--- config.mk ---
export PLATFORM = sky130hd
export DESIGN_NAME = alu_exec
export DESIGN_NICKNAME = d
export VERILOG_FILES = /design/src/rtl/alu_pkg.sv /design/src/rtl/alu_skid_buf.sv /design/src/rtl/alu_exec.sv
export SDC_FILE = /design/constraint.sdc
export NUM_CORES = 1
export LEC_CHECK = 0
export BUFFER_PORTS_ARGS = -buffer_cell sky130_fd_sc_hd__buf_2
export CORE_UTILIZATION = 48
export CTS_CLUSTER_SIZE = 12
export DETAILED_ROUTE_END_ITERATION = 16
export HOLD_SLACK_MARGIN = 0.1
export PLACE_DENSITY = 0.71
export SYNTH_ARGS = -nofsm -noshare
export SYNTH_HDL_FRONTEND = slang
export SYNTH_SLANG_ARGS = --single-unit
--- constraint.sdc ---
create_clock -name clk -period 1.6 [get_ports clk]
set_input_delay 0.32 -clock clk [delete_from_list [all_inputs] [get_ports clk]]
set_output_delay 0.32 -clock clk [all_outputs]
set_load 0.01 [all_outputs]
--- src/rtl/alu_pkg.sv ---
// Shared ALU definitions: control-code constants and the buffered result payload.
// The overflow field exists only when ALU_OVF_EN is defined.
package alu_pkg;

    localparam int ALU_W = 32;

    localparam logic [2:0] ALU_AND = 3'b000;
    localparam logic [2:0] ALU_OR  = 3'b001;
    localparam logic [2:0] ALU_ADD = 3'b010;
    localparam logic [2:0] ALU_SUB = 3'b110;
    localparam logic [2:0] ALU_SLT = 3'b111;

    typedef struct packed {
        logic [ALU_W-1:0] result;
        logic             zero;
        logic             illegal;
`ifdef ALU_OVF_EN
        logic             overflow;
`endif
    } alu_payload_t;

    function automatic logic alu_code_legal(input logic [2:0] code);
        logic legal;
        case (code)
            ALU_AND, ALU_OR, ALU_ADD, ALU_SUB, ALU_SLT: legal = 1'b1;
            default:                                   legal = 1'b0;
        endcase
        return legal;
    endfunction

endpackage

--- src/rtl/alu_skid_buf.sv ---
// Generic two-entry skid buffer: main register M drives the outputs, skid register S
// absorbs one extra beat so in_ready is a pure register with no path from out_ready.
module alu_skid_buf #(
    parameter int W = 8
) (
    input  logic         clk,
    input  logic         rst_n,
    input  logic         in_valid,
    output logic         in_ready,
    input  logic [W-1:0] in_data,
    output logic         out_valid,
    input  logic         out_ready,
    output logic [W-1:0] out_data
);

    logic         m_valid_r, s_valid_r, in_ready_r;
    logic [W-1:0] m_data_r, s_data_r;
    logic         m_valid_s, s_valid_s;
    logic [W-1:0] m_data_s, s_data_s;
    logic         accept_s, drain_s;

    // Next-state selection for the M/S pair; S is only ever filled while M is stalled.
    always_comb begin
        accept_s  = in_valid && in_ready_r;
        drain_s   = m_valid_r && out_ready;
        m_valid_s = m_valid_r;
        s_valid_s = s_valid_r;
        m_data_s  = m_data_r;
        s_data_s  = s_data_r;
        if (s_valid_r) begin
            if (drain_s) begin
                m_data_s  = s_data_r;
                s_valid_s = 1'b0;
            end else begin
                s_valid_s = 1'b1;
            end
        end else if (accept_s) begin
            if (!m_valid_r || drain_s) begin
                m_data_s  = in_data;
                m_valid_s = 1'b1;
            end else begin
                s_data_s  = in_data;
                s_valid_s = 1'b1;
            end
        end else if (drain_s) begin
            m_valid_s = 1'b0;
        end else begin
            m_valid_s = m_valid_r;
        end
    end

    // Storage registers; in_ready tracks the next occupancy of S.
    always_ff @(posedge clk or negedge rst_n) begin
        if (!rst_n) begin
            m_valid_r  <= 1'b0;
            s_valid_r  <= 1'b0;
            in_ready_r <= 1'b1;
            m_data_r   <= '0;
            s_data_r   <= '0;
        end else begin
            m_valid_r  <= m_valid_s;
            s_valid_r  <= s_valid_s;
            in_ready_r <= !s_valid_s;
            m_data_r   <= m_data_s;
            s_data_r   <= s_data_s;
        end
    end

    assign in_ready  = in_ready_r;
    assign out_valid = m_valid_r;
    assign out_data  = m_data_r;

endmodule

--- src/rtl/alu_exec.sv ---
// Registered, valid/ready handshaked 32-bit ALU execution stage with a two-entry
// output skid buffer. Define ALU_OVF_EN to add the signed-overflow output.
module alu_exec
    import alu_pkg::*;
#(
    parameter int WIDTH = ALU_W
) (
    input  logic             clk,
    input  logic             rst_n,
    input  logic             in_valid,
    output logic             in_ready,
    input  logic [2:0]       alu_control,
    input  logic [WIDTH-1:0] src_a,
    input  logic [WIDTH-1:0] src_b,
    output logic             out_valid,
    input  logic             out_ready,
    output logic [WIDTH-1:0] result,
    output logic             zero,
    output logic             illegal
`ifdef ALU_OVF_EN
    ,
    output logic             overflow
`endif
);

    logic [WIDTH-1:0] sum_s, diff_s, res_s;
    logic             sub_ovf_s, ill_s;
    alu_payload_t     cap_s, out_s;
`ifdef ALU_OVF_EN
    logic             add_ovf_s, ovf_s;
`endif

    // Operation select; SLT corrects the difference sign by overflow for a true signed compare.
    always_comb begin
        sum_s     = src_a + src_b;
        diff_s    = src_a - src_b;
        sub_ovf_s = (src_a[WIDTH-1] != src_b[WIDTH-1]) && (diff_s[WIDTH-1] != src_a[WIDTH-1]);
`ifdef ALU_OVF_EN
        add_ovf_s = (src_a[WIDTH-1] == src_b[WIDTH-1]) && (sum_s[WIDTH-1] != src_a[WIDTH-1]);
        ovf_s     = 1'b0;
`endif
        res_s     = '0;
        ill_s     = !alu_code_legal(alu_control);
        case (alu_control)
            ALU_AND: res_s = src_a & src_b;
            ALU_OR:  res_s = src_a | src_b;
            ALU_ADD: begin
                res_s = sum_s;
`ifdef ALU_OVF_EN
                ovf_s = add_ovf_s;
`endif
            end
            ALU_SUB: begin
                res_s = diff_s;
`ifdef ALU_OVF_EN
                ovf_s = sub_ovf_s;
`endif
            end
            ALU_SLT: res_s = {{(WIDTH-1){1'b0}}, diff_s[WIDTH-1] ^ sub_ovf_s};
            default: res_s = '0;
        endcase
    end

    // Flags are frozen with the result at capture so they travel through the buffer.
    always_comb begin
        cap_s.result  = res_s;
        cap_s.zero    = (res_s == '0);
        cap_s.illegal = ill_s;
`ifdef ALU_OVF_EN
        cap_s.overflow = ovf_s;
`endif
    end

    alu_skid_buf #(
        .W ($bits(alu_payload_t))
    ) u_skid (
        .clk       (clk),
        .rst_n     (rst_n),
        .in_valid  (in_valid),
        .in_ready  (in_ready),
        .in_data   (cap_s),
        .out_valid (out_valid),
        .out_ready (out_ready),
        .out_data  (out_s)
    );

    assign result  = out_s.result;
    assign zero    = out_s.zero;
    assign illegal = out_s.illegal;
`ifdef ALU_OVF_EN
    assign overflow = out_s.overflow;
`endif

endmodule

==> impl_metrics.tcl <==
set metrics [dict create \
    outcome "finished with violations" \
    violations "negative setup slack" \
    clock_skew_ps 7.644 \
    hpwlAfterDp_um 28440 \
    ioPinCount 107 \
    clock_sinks 71 \
    rsz0062_at_grt "true" \
    initial_core_util_pct 49.39 \
    layout_commonest_cell "buf_4" \
    cp_max_fo 4 \
    cts.htree.levels 3 \
    peakVddDrop_v 0.001996 \
    cts_root_buffer "clkbuf_16" \
    dp_cells 1780 \
    post_drt_wl_per_cell_um 23.07 \
    slew_viol_final 0 \
    viasPerCell 6.330 \
    setup_viol 67 \
    nets 1808 \
    synth_cells 1128 \
    power_per_cell_area_mw_per_mm2 833.7 \
    critPathKind "in -> reg" \
    crit_arrival_ps 4590 \
    cts_tree "built" \
    dieArea_mm2 0.01840 \
    clockBufferDepth 2 \
    cp-start-kind "input pin" \
    drc_errors 0 \
    cp_slowest_cell "a2111oi_4" \
    grt_pass1_wl_um 58670 \
    fmax_ghz 0.2300 \
    layout_common_cells "buf_4 (360), nand2_1 (105), buf_2 (88), buf_6 (85), ha_1 (75)" \
    max_cap_violations 0 \
    r2r_slack_ps -100 \
    num_vias 11790 \
    syn_to_final_growth_pct 78.34 \
    drt_first_pass_iters 7 \
    clkSlewWorstSetupHoldPaths_ps 60 \
    die_h_um 135.6 \
    numCtsBuffers 9 \
    max_stage_delay_ps 430 \
    wl_um 42960 \
    end_kind "flop" \
    grt_pass1_vias 11120 \
    ys_ff_latch 71 \
    tightestPinTransition_ps 811.6 \
    p_comb_share_pct 60.3 \
    cpMostUsedCell "nor2_1" \
    cp_data_required_time_ps 1850 \
    antenna_left 0 \
    fp.dieW_um 135.6 \
    whs_ps 289.1 \
    power_frac_clock_pct 16.0 \
    port_buffers 106 \
    clk_latency_ps 330 \
    grt_overflow_total 0 \
    syn_nets 1305 \
    post-route-min-period_ps 4348 \
    track_usage_pct 41.33 \
    coreArea_mm2 0.01736 \
    relSlewSlack_pct 45.52 \
    swShare_pct 42.70 \
    drive_gt1_share_pct 53.06 \
    hold_violations 0 \
    pwr-share-seq_pct 23.7 \
    async_reset_ff_share_pct 100.0 \
    synth-edff-count 0 \
    synth_ff_type "dfrtp_1" \
    core.rowCount 48 \
    antenna_found_initial 1 \
    netlist_area_mm2 0.008572 \
    yosysWarnings 0 \
    yosysUniqueCellTypes 89 \
    stdcell_count 1862 \
    drt_first_iter_violations 952 \
    hp-class "in -> reg" \
    grt_max_degree 72 \
    ys_seq_area_share_pct 20.74 \
    avgSynthCellArea_um2 7.599 \
    internal_power_mw 7.302 \
    place_congestion 1.003 \
    switchingPower_mw 5.442 \
    timing.final.ws_setup_ps -2748 \
    leakagePower_nw 7.086 \
    post-route-period-util_pct 271.7 \
]
metal layers:
metal	up-vias	part of all wire, %	track usage, %
met5	-	0	0
met2	774	47	72.31
li1	5088	-	-
met1	5614	36	47.65
met3	311	8.8	7.071
met4	0	8.7	22.47
power groups by stage:
| stage | combinational [mW] | sequential [mW] | clock [mW] |
|---|---|---|---|
| floorplan | 3.21 | 3.07 | 0 |
| global placement | 5.93 | 2.89 | 0 |
| detailed placement | 6.08 | 2.95 | 0 |
| CTS | 6.88 | 2.95 | 2.02 |
| global route | 8.10 | 3.08 | 2.14 |
| finish | 7.69 | 3.02 | 2.04 |
sequential cells by signal, indices dropped and copies added, names as in the netlist:
signal and cells:
u_skid.s_valid_r 1, u_skid.out_data 34, u_skid.out_valid 1, u_skid.in_ready 1
u_skid.s_data_r 34
Yosys cell counts (6+ instances only):
cell type | instances | area [um2]
o211ai_1 | 15 | 112.6
buf_2 | 13 | 65.06
xnor2_1 | 6 | 52.55
nor2_1 | 93 | 349.1
o22ai_1 | 8 | 50.05
ha_1 | 103 | 1289
a221oi_1 | 7 | 61.31
buf_1 | 7 | 26.28
a21o_1 | 15 | 112.6
nor2b_1 | 11 | 68.82
a22o_1 | 19 | 166.4
nand3_1 | 19 | 95.09
nand2_1 | 117 | 439.2
a31oi_1 | 13 | 81.33
nand2b_1 | 7 | 43.79
nand4_1 | 12 | 75.07
mux2i_1 | 30 | 300.3
o221ai_1 | 6 | 52.55
o21ai_0 | 96 | 480.5
inv_1 | 109 | 409.1
a21oi_1 | 99 | 495.5
o21a_1 | 9 | 67.56
nor4_1 | 9 | 56.30
clkbuf_1 | 40 | 150.1
a211oi_1 | 20 | 150.1
dfrtp_1 | 70 | 1752
a22oi_1 | 6 | 45.04
a32oi_1 | 6 | 52.55
o21bai_1 | 6 | 45.04
nor3_1 | 21 | 105.1
o31ai_1 | 9 | 67.56
final timing paths:
check                                                 from                               to  cells after the start
hold / removal                                   out_ready       u_skid.s_valid_r$_DFF_PN0_                      4
setup reg to reg                 u_skid.in_ready$_DFF_PN1_  u_skid.s_data_r[17]$_DFFE_PN0P_                      4
min in group asynchronous                            rst_n     u_skid.out_valid$_DFFE_PN0P_                      3
hold reg to reg            u_skid.out_data[17]$_DFFE_PN0P_  u_skid.out_data[17]$_DFFE_PN0P_                      2
setup / recovery                                 src_b[10]   u_skid.out_data[1]$_DFFE_PN0P_                     26
max in group asynchronous                            rst_n        u_skid.in_ready$_DFF_PN1_                      3
critical path, delay by kind of cell:
kind / cells / cell delay, ps
AO/OA/AOI/OAI: 8 / 1370
adder cells (fa/ha/maj): 2 / 560
buffers and inverters: 2 / 190
AND/OR/NAND/NOR: 14 / 2150
cell families (layout without fill, tap and decap cells):
logic type / after synthesis / count (layout) / share of synthesized area (%)
adder cells (fa/ha/maj): 106 / 106 / 15.74
buffers and inverters: 178 / 686 / 8.364
other: 0 / 1 / 0
XOR/XNOR: 6 / 6 / 0.6130
AND/OR/NAND/NOR: 327 / 327 / 17.79
flip-flops: 71 / 71 / 20.74
AO/OA/AOI/OAI: 405 / 405 / 32.59
multiplexers: 35 / 35 / 4.160
repair_timing:
item	CTS	global route
hold buffers	1	0
pin swaps	84	73
endpoints found under the setup margin	66	68
setup buffers	42	39
hold endpoints to repair	70	0
gates resized for setup	259	118
cell type report:
type / instances / area [um2]
sequential: 71 / 1779
tap: 225 / 281.5
multi-input combinational: 879 / 7819
inverter: 113 / 579.3
antenna: 1 / 2.502
timing repair buffer: 557 / 4526
clock buffer: 11 / 242.7
clock inverter: 5 / 57.56
fill: 884 / 2069
through the flow:
stage	power [mW]	utilization (%)	area, um2	setup TNS (ps)	setup WS (ps)
final	12.74	88.08	15290	-77780	-2748
after global routing	13.31	88.06	15280	-82990	-3057
after CTS	11.85	83.90	14560	-67340	-2636
after detailed placement	9.027	74.49	12930	-97570	-3125
after global placement	8.822	74.49	12930	-95000	-2867
after floorplan	6.278	-	9528	-46740	-2277
(Power assumes the default switching activity.)
